===== src/rtl/tone_player.sv =====
// ============================================================================
// Module   : tone_player
// Purpose  : Plays a latched-prescale square-wave tone for a fixed duration,
//            then enforces a silent gap. Optional macro: TONE_PLAYER_DECAY_EN
//            (steps the amplitude down by 6 dB per elapsed quarter of the tone).
// Revision : 1.0 - initial release
// ============================================================================
`default_nettype none

module tone_player #(
   parameter int          DURATION_CYCLES = 2_500_000,
   parameter int          GAP_CYCLES      = 250_000,
   parameter logic [15:0] AMPLITUDE       = 16'h2000
) (
   input  logic        clk,
   input  logic        reset,
   input  logic        request,
   input  logic [9:0]  pre_scale_value,
   output logic        busy,
   output logic        tone_on,
   output logic        done,
   output logic [7:0]  phase,
   output logic [15:0] sample
);

   localparam int c_DUR_W = $clog2(DURATION_CYCLES) + 1;
   localparam int c_GAP_W = $clog2(GAP_CYCLES) + 1;

   typedef enum logic [1:0] {
      S_IDLE = 2'd0,
      S_PLAY = 2'd1,
      S_GAP  = 2'd2
   } state_t;

   state_t               r_state;
   logic [9:0]           r_preScale;
   logic [9:0]           r_div;
   logic [c_DUR_W-1:0]   r_dur;
   logic [c_GAP_W-1:0]   r_gap;

   logic                 w_start;
   logic                 w_phaseAdv;
   logic [7:0]           w_phaseNext;
   logic [c_DUR_W-1:0]   w_durDec;
   logic [1:0]           w_quarter;

   // A request is honoured only in IDLE or PLAY and only with a real tone.
   assign w_start     = request && (pre_scale_value != 10'd0) &&
                        ((r_state == S_IDLE) || (r_state == S_PLAY));
   assign w_phaseAdv  = (r_div == (r_preScale - 10'd1));
   assign w_phaseNext = w_phaseAdv ? (phase + 8'd1) : phase;
   assign w_durDec    = r_dur - c_DUR_W'(1);

`ifdef TONE_PLAYER_DECAY_EN
   localparam int c_QTR = DURATION_CYCLES / 4;
   localparam int c_T1  = DURATION_CYCLES - 1 - c_QTR;
   localparam int c_T2  = DURATION_CYCLES - 1 - 2 * c_QTR;
   localparam int c_T3  = DURATION_CYCLES - 1 - 3 * c_QTR;

   // Remaining-count thresholds mark the quarter boundaries; the last absorbs the remainder.
   always_comb begin
      w_quarter = 2'd0;
      if (w_durDec <= c_DUR_W'(c_T1)) w_quarter = 2'd1;
      if (w_durDec <= c_DUR_W'(c_T2)) w_quarter = 2'd2;
      if (w_durDec <= c_DUR_W'(c_T3)) w_quarter = 2'd3;
   end
`else
   assign w_quarter = 2'd0;
`endif

   function automatic logic [15:0] levelFor(input logic negHalf, input logic [1:0] q);
      logic [15:0] mag;
      mag = 16'($signed(AMPLITUDE) >>> q);
      return negHalf ? (16'd0 - mag) : mag;
   endfunction

   always_ff @(posedge clk) begin
      if (reset) begin
         r_state    <= S_IDLE;
         r_preScale <= 10'd0;
         r_div      <= 10'd0;
         r_dur      <= '0;
         r_gap      <= '0;
         busy       <= 1'b0;
         tone_on    <= 1'b0;
         done       <= 1'b0;
         phase      <= 8'd0;
         sample     <= 16'd0;
      end else begin
         done <= 1'b0;
         if (w_start) begin
            // Fresh start or retrigger; a retrigger beats the end-of-tone transition.
            r_state    <= S_PLAY;
            r_preScale <= pre_scale_value;
            r_div      <= 10'd0;
            r_dur      <= c_DUR_W'(DURATION_CYCLES - 1);
            busy       <= 1'b1;
            tone_on    <= 1'b1;
            phase      <= 8'd0;
            sample     <= levelFor(1'b0, 2'd0);
         end else begin
            case (r_state)
               S_IDLE: begin
                  r_state <= S_IDLE;
               end
               S_PLAY: begin
                  if (r_dur == '0) begin
                     r_state <= S_GAP;
                     r_gap   <= c_GAP_W'(GAP_CYCLES - 1);
                     done    <= 1'b1;
                     tone_on <= 1'b0;
                     sample  <= 16'd0;
                  end else begin
                     r_dur  <= w_durDec;
                     r_div  <= w_phaseAdv ? 10'd0 : (r_div + 10'd1);
                     phase  <= w_phaseNext;
                     sample <= levelFor(w_phaseNext[7], w_quarter);
                  end
               end
               S_GAP: begin
                  if (r_gap == '0) begin
                     r_state <= S_IDLE;
                     busy    <= 1'b0;
                  end else begin
                     r_gap <= r_gap - c_GAP_W'(1);
                  end
               end
               default: begin
                  r_state <= S_IDLE;
                  busy    <= 1'b0;
                  tone_on <= 1'b0;
                  sample  <= 16'd0;
               end
            endcase
         end
      end
   end

endmodule

`default_nettype wire


===== config.mk =====
export PLATFORM = sky130hd
export DESIGN_NAME = tone_player
export DESIGN_NICKNAME = d
export VERILOG_FILES = /design/src/rtl/tone_player.sv
export SDC_FILE = /design/constraint.sdc
export NUM_CORES = 1
export LEC_CHECK = 0
export CAP_MARGIN = 40
export CORE_ASPECT_RATIO = 1.4
export CORE_MARGIN = 8
export CORE_UTILIZATION = 56
export CTS_CLUSTER_SIZE = 25
export DETAILED_ROUTE_END_ITERATION = 8
export HOLD_SLACK_MARGIN = 0.05
export PLACE_DENSITY = 0.85
export SYNTH_ARGS = -nofsm -noshare
export SYNTH_HDL_FRONTEND = slang
export SYNTH_SLANG_ARGS = --single-unit
export TNS_END_PERCENT = 10

===== constraint.sdc =====
create_clock -name clk -period 3.6 [get_ports clk]
set_input_delay 0.9 -clock clk [delete_from_list [all_inputs] [get_ports clk]]
set_output_delay 0.9 -clock clk [all_outputs]
set_load 0.01 [all_outputs]

### After elaboration in Yosys (flattened, before gate mapping)

Cells that the tools add are included.

| storage, ports and cells | value |
|---|---|
| flip-flop bits (word level) | 91 |
| memory bits (read-only) | 0 |
| output and inout bits | 27 |
| memories kept | 0 |
| RAM bits | 0 |
| logic and storage cells | 77 |
| bits in latches | 0 |

| operators by class | value |
|---|---|
| reductions and logical operators | 21 |
| divide/modulo/power cells | 0 |
| magnitude comparators | 0 |
| multiplexer cells | 23 |
| bitwise logic cells | 3 |
| multiply operators | 0 |
| equality and inequality tests | 11 |
| shift-type cells | 0 |
| $add $sub $neg | 5 |

Operators with widths:

| kind | count |
|---|---|
| 22-bit 2-to-1 mux | 3 |
| 19-bit 2-to-1 mux | 2 |
| 19-bit case mux with 2 select lines | 1 |
| 16-bit 2-to-1 mux | 2 |
| 16-bit case mux with 2 select lines | 1 |
| 23-bit logical NOT | 1 |
| 23-bit by 1-bit subtractor with 23-bit output, second input constant | 1 |
| 19-bit logical NOT | 1 |
| 19-bit by 1-bit subtractor with 19-bit output, second input constant | 1 |
| 14-bit 2-to-1 mux | 1 |
| 2-bit AND reduction | 6 |
| 10-bit by 1-bit adder with 10-bit output, second input constant | 1 |
| 10-bit == test | 1 |
| 10-bit 2-to-1 mux | 1 |
| 10-bit nonzero test | 1 |
| 10-bit by 1-bit subtractor with 10-bit output, second input constant | 1 |
| 8-bit by 1-bit adder with 8-bit output, second input constant | 1 |
| 8-bit 2-to-1 mux | 1 |
| 1-bit 2-to-1 mux | 6 |
| 2-bit by 1-bit != test with 1-bit output, second input constant | 3 |
| 2-bit != test, second input constant | 3 |
| 2-bit OR reduction | 3 |
| 2-bit 2-to-1 mux | 2 |
| 1-bit case mux with 2 select lines | 2 |
| other kinds (13) | 17 |

### Depth between registers and ports, before layout

| depth | value |
|---|---|
| depth after elaboration | 7 |
| mapped depth | 11 |
| mapped depth without buffers | 8 |

### Least setup slack after synthesis

OpenSTA, ideal clock, no wires.

| path | value |
|---|---|
| kind | register -> register |
| start | register r_preScale[0] |
| end | register phase[0] |
| arrival | 2.483 ns |
| cell stages (with the launch flop) | 12 |
| setup slack | 1.047 ns |
| required time | 3.529 ns |
| setup time | 0.071 ns |
| path through | dfxtp_1 buf_2 inv_1 ha_1 clkbuf_1 o21bai_1 a211oi_1 a211oi_1 or4_1 clkbuf_1 or4_1 a21oi_1 |

| on the way | value |
|---|---|
| cells in the longest elaborated chain, start to end | 3 |

RTL lines:

| item | line | RTL |
|---|---|---|
| from (decl) | 36 | `logic [9:0] r_preScale;` |
| from (signal assigned) | 94 | `r_preScale <= pre_scale_value;` |
| 10-bit by 1-bit subtractor with 10-bit output | 50 | `assign w_phaseAdv = (r_div == (r_preScale - 10'd1));` |
| 10-bit == test | 50 |  |
| 3-bit AND reduction (no line) | n/a |  |
| to (signal assigned) | 116 | `phase <= w_phaseNext;` |
| to (decl) | 22 | `output logic [7:0] phase,` |

Every way passes these cells.
A chain may end at the register's enable or synchronous reset.

### Worst setup path in the final report

| path | value |
|---|---|
| start | register r_dur[0] |
| end | register r_gap[17] |

| on the way | value |
|---|---|
| cells in the longest elaborated chain, start to end | 3 |

RTL lines:

| item | line | RTL |
|---|---|---|
| from (decl) | 38 | `logic [c_DUR_W-1:0] r_dur;` |
| from (signal assigned) | 96 | `r_dur <= c_DUR_W'(DURATION_CYCLES - 1);` |
| from (signal assigned) | 114 | `r_dur <= w_durDec;` |
| 23-bit logical NOT | 107 | `if (r_dur == '0) begin` |
| 2-bit by 1-bit != test with 1-bit output (no line) | n/a |  |
| 4-bit AND reduction (no line) | n/a |  |
| to (signal assigned) | 109 | `r_gap <= c_GAP_W'(GAP_CYCLES - 1);` |
| to (signal assigned) | 125 | `r_gap <= r_gap - c_GAP_W'(1);` |
| to (decl) | 39 | `logic [c_GAP_W-1:0] r_gap;` |

Every way passes these cells.

==> results.sh <==
export IMPL_fmax_ghz=0.3442
export IMPL_nNetsFinal=553
export IMPL_drt_first_pass_iters=4
export IMPL_slowest_delay_ps=690
export IMPL_p_clk_share_pct=39.4
export IMPL_critPathCaptureType="register"
export IMPL_status="completed"
export IMPL_powerDensity_nw_per_um2=393.2
export IMPL_cts_sinks=77
export IMPL_hold_class="reg -> reg"
export IMPL_path_max_fanout=11
export IMPL_path_class="reg -> reg"
export IMPL_min_period_over_period_pct=80.69
export IMPL_grt_start_max_net_pins=37
export IMPL_crit_buf_inv=1
export IMPL_routabilityCongestion=0.9277
export IMPL_antenna_cells=0
export IMPL_num_vias=3869
export IMPL_core_area_um2=7361
export IMPL_rsz0062_at_grt="no"
export IMPL_p_sw_share_pct=25.83
export IMPL_final_fill_count=592
export IMPL_cts_tree="yes"
export IMPL_cts_made_buffers=9
export IMPL_ys_flop_type="dfxtp_1"
export IMPL_worstPathRequired_ps=3880
export IMPL_viasPerCell=6.083
export IMPL_grt_overflow=0
export IMPL_ys_types=63
export IMPL_pin_count=40
export IMPL_crit_arrival_ps=3190
export IMPL_die_w_um=89.51
export IMPL_whs_endpoint="r_preScale[9]$_SDFFE_PP0P_"
export IMPL_synth_cells=512
export IMPL_initial_utilization_pct=57.56
export IMPL_crit_path_top_delay_cell="or4_1"
export IMPL_skew_ps=8.425
export IMPL_path_clk_slew_ps=80
export IMPL_critPathTopFamily="simple AND/OR/NAND/NOR gates"
export IMPL_clkLatencyLatePin_ps=360
export IMPL_ys_seq_area_share_pct=36.39
export IMPL_final_cell_mix="dfxtp_1, nor2_1, nand2_1"
export IMPL_cts_root_buf="clkbuf_8"
export IMPL_cp_depth=7
export IMPL_die_area_um2=10640
export IMPL_tightest_slew_ps=759.8
export IMPL_synth_edf_count=0
export IMPL_ys_ff_latch=77
export IMPL_routed_wl_um=10440
export IMPL_numPortBuffers=26
export IMPL_htree_levels=3
export IMPL_holdBufCountCts=0
export IMPL_min_delay_start="r_preScale[9]$_SDFFE_PP0P_"
export IMPL_fin_hold_ws_ps=472.9
export IMPL_pwr_share_seq_pct=48.0
export IMPL_rows=37
export IMPL_drtAntennaViolNets=0
export IMPL_hold_viol=0
export IMPL_antenna_found_initial=0
export IMPL_clock_path_buffers=2
export IMPL_r2r_end="r_gap[17]$_SDFFE_PP0P_"
export IMPL_final_core_util_pct=64.95
export IMPL_cts_setup_buffers=0
export IMPL_drive_above_1_share_pct=8.905
export IMPL_p_int_uw=1394
export IMPL_final_common_cell="dfxtp_1"
export IMPL_cts_resized=0
export IMPL_area_growth_synth_to_final_pct=12.85
export IMPL_r2r_setup_slack_ps=700
export IMPL_syn_cell_area_um2=4237
export IMPL_r2r_cells=7
export IMPL_dp_hpwl_um=7511
export IMPL_finalSetupViolations=0
export IMPL_p_total_uw=1880
export IMPL_drv_slew=0
export IMPL_cp_cell_sequence="inv_1 > ha_1 > or4b_1 > or4_1 > a21oi_2 > a21oi_1 > a311oi_2"
export IMPL_max_cap_violations=0
export IMPL_ys_warn_count=0
export IMPL_syn_area_per_cell_um2=8.275
export IMPL_drcViolationCount=0
export IMPL_r2r_start="r_dur[0]$_SDFFE_PP0P_"
export IMPL_gr_usage_all_layers_pct=20.54
export IMPL_setup_tns_ps=0
export IMPL_drt_iter0_drc=212
export IMPL_critPathLaunchType="register"
export IMPL_power_leakage_uw=0.001701
export IMPL_die_h_um=118.9
export IMPL_route_detailed_wl_per_inst_um=16.42
export IMPL_slew_headroom_pct=48.88
export IMPL_switching_power_uw=485.4
export IMPL_synthArstFlopShare_pct=0
export IMPL_fin_crit_ps=2905
export IMPL_grt_pass1_vias=3889
export IMPL_grt_pass1_wl_um=17440
export IMPL_vdd_drop_max_mv=0.2456
export IMPL_holdPathStages=2
export IMPL_p_comb_share_pct=12.6
-- cells in the mapped netlist, types with 2 or more instances --
cell      instances  area [um2]
a211oi_1         10       75.07
a21oi_1          41       205.2
a311oi_1          7       61.31
a311oi_2          2       30.03
a31oi_1           2       12.51
and2_1            2       12.51
and3_1            6       37.54
and4_1            2       17.52
buf_2             6       30.03
buf_4            14       105.1
clkbuf_1         19       71.32
dfxtp_1          77        1541
ha_1              6       75.07
inv_1            14       52.55
mux2i_1           6       60.06
nand2_1          48       180.2
nand2b_1          6       37.54
nand3_1           5       25.02
nand3b_1          2       15.01
nand4_1           6       37.54
nor2_1           49       183.9
nor2b_1           3       18.77
nor3_1           22       110.1
nor3b_1           6       45.04
nor4_1           24       150.1
nor4b_1           2       17.52
o211ai_1          3       22.52
o21ai_0          10       50.05
o311ai_0          2       17.52
o31a_1            2       17.52
o31ai_1           5       37.54
or2_2             7       43.79
or3_1            18       112.6
or4_1             6       45.04
or4b_1            2       20.02
xnor2_1          31       271.5
xor2_1           13       113.9
-- state kept, by name (all words and copies together), names as in the netlist --
| signal | flops |
|---|---|
| tone_on | 1 |
| phase | 8 |
| r_gap | 19 |
| r_dur | 23 |
| r_div | 10 |
| r_preScale | 10 |
| done | 1 |
| sample | 2 |
| busy | 1 |
| r_state | 2 |
-- worst max path at each step --
stage | endpoint | startpoint
2_1_floorplan | phase[0]$_SDFFE_PP0P_ | r_preScale[0]$_SDFFE_PP0P_
3_3_place_gp | sample[14]$_SDFFE_PP0P_ | pre_scale_value[0]
3_5_place_dp | r_gap[9]$_SDFFE_PP0P_ | pre_scale_value[4]
4_1_cts | r_gap[17]$_SDFFE_PP0P_ | r_dur[0]$_SDFFE_PP0P_
5_1_grt | r_gap[12]$_SDFFE_PP0P_ | r_dur[0]$_SDFFE_PP0P_
6_report | r_gap[17]$_SDFFE_PP0P_ | r_dur[0]$_SDFFE_PP0P_
-- layer usage --
metal  GRT usage [%]  vias up  part of all wire, %
met5               0        -                    0
met3           4.749       28                  3.9
met2           36.70      113                   54
li1                -     1862                    -
met4           12.64        0                  3.0
met1           20.46     1866                   39
-- worst register-to-register path: cells and delay by family (launching register included) --
| kind | cells | cell delay (ps) |
|---|---|---|
| and+or+nand+nor | 2 | 1270 |
| DFF | 1 | 340 |
| adders and majority gates | 1 | 170 |
| AOI/OAI and AO/OA | 3 | 930 |
| buffers and inverters | 1 | 110 |
-- cells by family after synthesis --
kind of cell | count (synthesis) | synth area share (%)
other | 1 | 0.08852
and+or+nand+nor | 221 | 27.73
DFF | 77 | 36.39
AOI/OAI and AO/OA | 100 | 16.39
adders and majority gates | 6 | 1.772
xor gates and xnor gates | 45 | 9.628
muxes | 6 | 1.418
buffers and inverters | 56 | 6.586
-- metrics by stage --
step | setup WS, ps | cells | area (um2)
global route | 548.2 | 636 | 4781
finish | 695.0 | 636 | 4781
global placement | 437.7 | 619 | 4548
floorplan | 1047 | 524 | 4282
CTS | 717.8 | 636 | 4781
detailed placement | 465.6 | 620 | 4556
-- final cells by class --
cell class                      instances  area [um2]  share of cell area, %
Sequential cell                        77        1541                  32.24
Timing Repair Buffer                   41       372.9                  7.799
Multi-Input combinational cell        391        2467                  51.61
Inverter                               14       52.55                  1.099
Clock buffer                           12       155.1                  3.245
Tap cell                               97       121.4                  2.539
Clock inverter                          4       70.07                  1.466
-- power by group through the flow --
stage	Combinational, uW	Sequential, uW	Clock, uW
detailed placement	234	921	0
global placement	223	918	0
finish	237	902	741
floorplan	178	913	0
CTS	236	901	753
global route	260	904	793
Note: power is estimated with default switching activity, not from simulation.
